File: config.mk
export PLATFORM = sky130hd
export DESIGN_NAME = rand_note_seq_flat
export DESIGN_NICKNAME = d
export VERILOG_FILES = /design/src/rtl/rand_note_seq_if.sv /design/src/rtl/rand_note_seq.sv /design/src/flat_wrapper.sv
export SDC_FILE = /design/constraint.sdc
export NUM_CORES = 1
export LEC_CHECK = 0
export BUFFER_PORTS_ARGS = -buffer_cell sky130_fd_sc_hd__buf_2
export CORE_ASPECT_RATIO = 1.1
export CORE_MARGIN = 2
export CORE_UTILIZATION = 50
export DETAILED_ROUTE_END_ITERATION = 10
export HOLD_SLACK_MARGIN = 0.05
export PLACE_DENSITY = 0.65
export SKIP_CTS_REPAIR_TIMING = 1
export SLEW_MARGIN = 15
export SYNTH_ARGS = -nofsm -noshare
export SYNTH_HDL_FRONTEND = slang
export SYNTH_SLANG_ARGS = --single-unit
File: constraint.sdc
create_clock -name clk -period 6.9 [get_ports clk]
set_input_delay 0.345 -clock clk [delete_from_list [all_inputs] [get_ports clk]]
set_output_delay 0.345 -clock clk [all_outputs]
set_load 0.05 [all_outputs]
File: src/rtl/rand_note_seq_if.sv
// Sequencer control and note outputs, shared by the sequencer and its stimulus driver.
// The signal names match the original port names.
interface rand_note_seq_if;
   logic       en;
   logic [4:0] rand_in;
   logic [2:0] note;
   logic       note_on;
   logic       note_start;
   logic       beat_tick;

   modport master (
      output en, rand_in,
      input  note, note_on, note_start, beat_tick
   );

   modport slave (
      input  en, rand_in,
      output note, note_on, note_start, beat_tick
   );
endinterface

File: src/rtl/rand_note_seq.sv
// Random melody sequencer: samples an LFSR word on beat boundaries and turns it into
// pitch/duration notes, suppressing immediate pitch repeats.
module rand_note_seq #(
   parameter int unsigned BEAT_DIV = 12_500_000,
   parameter int unsigned DIV_W    = 24
) (
   input logic          clk,
   input logic          rst,
   rand_note_seq_if.slave bus
);

   typedef enum logic [1:0] {
      IDLE = 2'd0,
      WAIT = 2'd1,
      HOLD = 2'd2
   } state_t;

   localparam logic [DIV_W-1:0] DIV_LAST = DIV_W'(BEAT_DIV - 1);

   state_t           state_q, state_d;
   logic [DIV_W-1:0] div_q, div_d;
   logic [1:0]       remain_q, remain_d;
   logic [2:0]       prev_q, prev_d;
   logic [2:0]       note_q, note_d;
   logic             on_q, on_d;
   logic             start_q, start_d;
   logic             tick_q, tick_d;

   logic             wrap;
   logic             sample;
   logic [2:0]       pitch;
   logic [2:0]       pitch_adj;

   always_ff @(posedge clk or posedge rst) begin
      if (rst) begin
         state_q  <= IDLE;
         div_q    <= '0;
         remain_q <= '0;
         prev_q   <= '0;
         note_q   <= '0;
         on_q     <= 1'b0;
         start_q  <= 1'b0;
         tick_q   <= 1'b0;
      end else begin
         state_q  <= state_d;
         div_q    <= div_d;
         remain_q <= remain_d;
         prev_q   <= prev_d;
         note_q   <= note_d;
         on_q     <= on_d;
         start_q  <= start_d;
         tick_q   <= tick_d;
      end
   end

   always_comb begin
      state_d   = state_q;
      div_d     = div_q;
      remain_d  = remain_q;
      prev_d    = prev_q;
      note_d    = note_q;
      on_d      = on_q;
      start_d   = 1'b0;
      tick_d    = 1'b0;
      sample    = 1'b0;
      wrap      = (div_q == DIV_LAST);
      pitch     = bus.rand_in[2:0];
      pitch_adj = pitch;

      if (!bus.en) begin
         // Disabling discards any partial beat and forgets the last pitch.
         state_d  = IDLE;
         div_d    = '0;
         remain_d = '0;
         prev_d   = '0;
         note_d   = '0;
         on_d     = 1'b0;
      end else begin
         div_d  = wrap ? '0 : div_q + 1'b1;
         tick_d = wrap;

         case (state_q)
            IDLE: state_d = WAIT;
            WAIT: begin
               if (wrap) begin
                  sample  = 1'b1;
                  state_d = HOLD;
               end
            end
            HOLD: begin
               if (wrap) begin
                  if (remain_q != 2'd0) remain_d = remain_q - 2'd1;
                  else                  sample   = 1'b1;
               end
            end
            default: state_d = IDLE;
         endcase

         if (sample) begin
            remain_d = bus.rand_in[4:3];
            if (pitch == 3'd0) begin
               note_d = '0;
               on_d   = 1'b0;
            end else begin
               // Step a repeated pitch up by one, skipping the rest code on wrap.
               if (pitch == prev_q) pitch_adj = (pitch == 3'd7) ? 3'd1 : pitch + 3'd1;
               note_d  = pitch_adj;
               on_d    = 1'b1;
               start_d = 1'b1;
               prev_d  = pitch_adj;
            end
         end
      end
   end

   assign bus.note       = note_q;
   assign bus.note_on    = on_q;
   assign bus.note_start = start_q;
   assign bus.beat_tick  = tick_q;

endmodule

File: src/flat_wrapper.sv
// flat-port wrapper written by rule: the top's interface ports become plain ports
module rand_note_seq_flat 
#(
   parameter int unsigned BEAT_DIV = 12_500_000,
   parameter int unsigned DIV_W    = 24
)
  (clk, rst, bus_en, bus_rand_in, bus_note, bus_note_on, bus_note_start, bus_beat_tick);
  rand_note_seq_if bus_i ();
  input logic clk;
  input logic rst;
  input wire logic [$bits(bus_i.en)-1:0] bus_en;
  input wire logic [$bits(bus_i.rand_in)-1:0] bus_rand_in;
  output wire logic [$bits(bus_i.note)-1:0] bus_note;
  output wire logic [$bits(bus_i.note_on)-1:0] bus_note_on;
  output wire logic [$bits(bus_i.note_start)-1:0] bus_note_start;
  output wire logic [$bits(bus_i.beat_tick)-1:0] bus_beat_tick;
  assign bus_i.en = bus_en;
  assign bus_i.rand_in = bus_rand_in;
  assign bus_note = bus_i.note;
  assign bus_note_on = bus_i.note_on;
  assign bus_note_start = bus_i.note_start;
  assign bus_beat_tick = bus_i.beat_tick;
  rand_note_seq #(.BEAT_DIV(BEAT_DIV), .DIV_W(DIV_W)) u_core (.clk(clk), .rst(rst), .bus(bus_i));
endmodule
==> run_summary.xml <==
<?xml version="1.0" encoding="UTF-8"?>
<metrics>
  <group name="clocking">
    <metric name="clock_sinks" unit="">37</metric>
    <metric name="cts-root-to-sink-buffers" unit="">2</metric>
    <metric name="h-tree-depth" unit="">2</metric>
    <metric name="clkSlewWorstSetupHoldPaths" unit="ns">0.08</metric>
    <metric name="cts_tree" unit="">built</metric>
    <metric name="cts-root-buf" unit="">sky130_fd_sc_hd__clkbuf_8</metric>
    <metric name="cts_made_buffers" unit="">5</metric>
    <metric name="worst_skew_pair.late_latency" unit="ns">0.29</metric>
  </group>
  <group name="setup_path">
    <metric name="timing.rr.start" unit="">u_core.div_q[0]</metric>
    <metric name="crit_path_end_kind" unit="">register</metric>
    <metric name="critPathLaunchType" unit="">register</metric>
    <metric name="crit_arrival" unit="ns">2.59</metric>
    <metric name="setup_slack_of_the_most_critical_reg_to_reg_path" unit="ns">4.53</metric>
    <metric name="criticalPathCategory" unit="">register to register</metric>
    <metric name="critical_path.startpoint" unit="">u_core.div_q[0]</metric>
    <metric name="critical_path_peak_fanout" unit="">11</metric>
    <metric name="worstSetupEndpoint" unit="">u_core.div_q[18]</metric>
    <metric name="reg2reg_end" unit="">u_core.div_q[18]</metric>
    <metric name="required" unit="ns">7.11</metric>
    <metric name="rr_worst_depth" unit="">5</metric>
  </group>
  <group name="run">
    <metric name="max-cap-violations" unit="">0</metric>
  </group>
  <group name="drt">
    <metric name="drt_drc_violations_left" unit="">0</metric>
    <metric name="num_vias" unit="">1780</metric>
    <metric name="post_drt_via_cell_ratio" unit="">5.89</metric>
    <metric name="antenna_left" unit="">0</metric>
    <metric name="routedWlPerCell" unit="um">14.7</metric>
    <metric name="detailed_route_wire_length" unit="mm">4.45</metric>
    <metric name="number_of_detailed_routing_iterations_run_before_antenna_repair" unit="">4</metric>
    <metric name="drc_violation_total_after_the_first_tritonroute_iteration" unit="">105</metric>
  </group>
  <group name="logic_synthesis">
    <metric name="synth_async_sr_flop_share" unit="%">100</metric>
    <metric name="postSynthRegisterBits" unit="">37</metric>
    <metric name="synth_area" unit="mm2">0.00216</metric>
    <metric name="yosysWarningCount" unit="">0</metric>
    <metric name="yosys_most_used_dff" unit="">sky130_fd_sc_hd__dfrtp_1</metric>
    <metric name="syn_inst" unit="">233</metric>
    <metric name="synth.top_cell.area_share" unit="%">42.9</metric>
    <metric name="synth_edf_count" unit="">0</metric>
    <metric name="synth-seq-area-share" unit="%">42.9</metric>
    <metric name="cell_type_with_the_highest_aggregate_area_in_the_netlist" unit="">sky130_fd_sc_hd__dfrtp_1</metric>
    <metric name="post_synth_main_area_contributors" unit="">sky130_fd_sc_hd__dfrtp_1 (43%), sky130_fd_sc_hd__ha_1 (5.2%), sky130_fd_sc_hd__nand3_1 (3.5%)</metric>
    <metric name="synthesis.nets" unit="">250</metric>
    <metric name="synth_cell_type_count" unit="">45</metric>
    <metric name="synth_area_per_cell" unit="um2">9.25</metric>
  </group>
  <group name="power_and_ir_drop">
    <metric name="combinational_power_share" unit="%">15.7</metric>
    <metric name="power_switching" unit="uW">130</metric>
    <metric name="p_int" unit="uW">339</metric>
    <metric name="peakVddDrop" unit="uV">102</metric>
    <metric name="powerDensity" unit="mW/mm2">198</metric>
    <metric name="p_leak" unit="uW">0.000986</metric>
    <metric name="power.clock.fraction" unit="%">35.6</metric>
    <metric name="p_seq_share" unit="%">48.6</metric>
    <metric name="switching_share" unit="%">27.6</metric>
  </group>
  <group name="final_layout">
    <metric name="antenna_cells_inserted" unit="">0</metric>
    <metric name="num-fill-cells" unit="">384</metric>
    <metric name="drive_gt1_share" unit="%">11.7</metric>
    <metric name="final_cell_area" unit="mm2">0.00237</metric>
    <metric name="syn_to_final_growth" unit="%">10.1</metric>
    <metric name="most_frequent_standard_cell_in_the_layout_excluding_fill_and_tap_cells" unit="">sky130_fd_sc_hd__dfrtp_1</metric>
    <metric name="most_frequent_cells_in_the_layout" unit="">sky130_fd_sc_hd__dfrtp_1 (37), sky130_fd_sc_hd__nand2_1 (16), sky130_fd_sc_hd__nor2_1 (16)</metric>
    <metric name="layout.nets" unit="">264</metric>
    <metric name="core_utilization_of_the_finished_layout" unit="%">56.2</metric>
  </group>
  <group name="global_route">
    <metric name="global_route.overflow_total" unit="">0</metric>
    <metric name="via_count_of_the_first_global_routing_pass" unit="">1705</metric>
    <metric name="grt_max_degree" unit="">38</metric>
    <metric name="total_track_usage" unit="%">20.8</metric>
    <metric name="grt_antenna_before_repair" unit="">0</metric>
    <metric name="first_pass_grt_wire_length" unit="mm">7.69</metric>
  </group>
  <group name="timing">
    <metric name="fin_max_slew_vios" unit="">0</metric>
    <metric name="final_min_period_over_clock_period" unit="%">34.4</metric>
    <metric name="fin_hold_ws" unit="ns">0.147</metric>
    <metric name="finalWorstSetupSlack" unit="ns">4.53</metric>
    <metric name="max_slew.worst_pin.slew" unit="ns">0.728</metric>
    <metric name="hold_violations" unit="">0</metric>
    <metric name="timing.setup.tns" unit="ns">0</metric>
    <metric name="fin_skew" unit="ns">0.00651</metric>
    <metric name="min_period" unit="ns">2.37</metric>
    <metric name="setup_repair_after_global_routing_missed_its_margin" unit="">no</metric>
    <metric name="slew_headroom" unit="%">51.0</metric>
    <metric name="max_clock_freq" unit="GHz">0.421</metric>
    <metric name="setup_violating_endpoint_count_in_the_final_report" unit="">0</metric>
  </group>
  <group name="die">
    <metric name="die_w" unit="um">66.6</metric>
    <metric name="design.core.area" unit="mm2">0.00422</metric>
    <metric name="ioPinCount" unit="">14</metric>
    <metric name="die_h" unit="um">72.9</metric>
    <metric name="die_area" unit="mm2">0.00485</metric>
    <metric name="initial_standard_cell_utilization_of_the_core" unit="%">51.1</metric>
    <metric name="placementRows" unit="">25</metric>
  </group>
  <group name="min_path">
    <metric name="worst_hold_path_type" unit="">input pin to asynchronous set/reset pin</metric>
  </group>
  <group name="place">
    <metric name="postPlaceCellArea" unit="mm2">0.00227</metric>
    <metric name="pre_cts_slack" unit="ns">4.55</metric>
    <metric name="port-buffer-count" unit="">13</metric>
    <metric name="placer_s_final_routability_congestion_estimate" unit="">0.871</metric>
    <metric name="dp_hpwl" unit="mm">3.22</metric>
  </group>
  <group name="outcome">
    <metric name="status" unit="">completed</metric>
  </group>
</metrics>
power by group through the flow:
stage	sequential (uW)	combinational (uW)	clock, uW
2_1_floorplan	231	55.3	0
3_3_place_gp	233	72.1	0
3_5_place_dp	233	74.2	0
4_1_cts	228	75.0	172
5_1_grt	229	85.2	183
6_report	228	73.8	167
state kept, by name, summed over array words and instances, names as in the netlist:
name,flops
u_core.div_q,24
u_core.bus.note,3
u_core.prev_q,3
u_core.remain_q,2
u_core.state_q,2
u_core.bus.beat_tick,1
u_core.bus.note_on,1
u_core.bus.note_start,1
worst min-delay path by stage:
stage | slack (ns) | from | endpoint
4_1_cts | 0.17 | rst | u_core.bus.note_start
3_3_place_gp | 0.47 | u_core.div_q[0] | u_core.div_q[0]
2_1_floorplan | 0.46 | u_core.div_q[0] | u_core.div_q[0]
6_report | 0.15 | rst | u_core.bus.note_start
3_5_place_dp | 0.48 | rst | u_core.div_q[4]
5_1_grt | 0.21 | rst | u_core.div_q[5]
cells in the mapped netlist, drive strengths merged, types with 3 or more instances:
master and n:
dfrtp 37, nand2 16, nor2 16, nand3 15, a21oi 14, inv 14
or4 12, o21ai 10, ha 9, clkbuf 8, nor4 7, xnor2 7
xor2 7, nand4 6, o31ai 6, mux2i 5, nor3 5, or3 5
o22ai 4, and3 3, and4 3, o311ai 3
routing by layer:
metal / up-vias / share of wire, % / global-route usage (%)
li1: 888 / - / -
met1: 855 / 46 / 26.6
met2: 30 / 48 / 34.6
met3: 7 / 3.5 / 4.63
met4: 0 / 1.8 / 7.26
met5: - / 0 / 0
worst max-delay path: stages (launching register included):
cell and delay (ns):
sky130_fd_sc_hd__dfrtp_1 0.39, sky130_fd_sc_hd__ha_1 0.23, sky130_fd_sc_hd__nand4_1 0.22, sky130_fd_sc_hd__or4_1 0.76, sky130_fd_sc_hd__or4_1 0.55, sky130_fd_sc_hd__a21oi_1 0.16
through the flow:
step | power [uW] | std cells
2_1_floorplan | 286 | 233
3_3_place_gp | 305 | 294
3_5_place_dp | 307 | 294
4_1_cts | 475 | 302
5_1_grt | 497 | 302
6_report | 469 | 302
layout make-up:
cell class	instances	area [um2]	area share (%)
clock inverter	1	5.00	0.211
sequential	37	926	39.0
timing repair buffer	15	80.1	3.37
multi-input combinational	174	1150	48.3
tap	54	67.6	2.85
inverter	14	52.6	2.21
clock buffer	7	96.3	4.06
cells by family (layout without fill, tap and decap cells):
group,Yosys count,in the layout,share of synthesized area [%]
buffers and inverters,22,37,3.89
DFF,37,37,42.9
and+or+nand+nor,99,99,26.1
AOI/OAI and AO/OA,47,47,13.8
xor gates and xnor gates,14,14,5.69
adders and majority gates,9,9,5.22
muxes,5,5,2.32
Power figures use the tool's default switching activity.
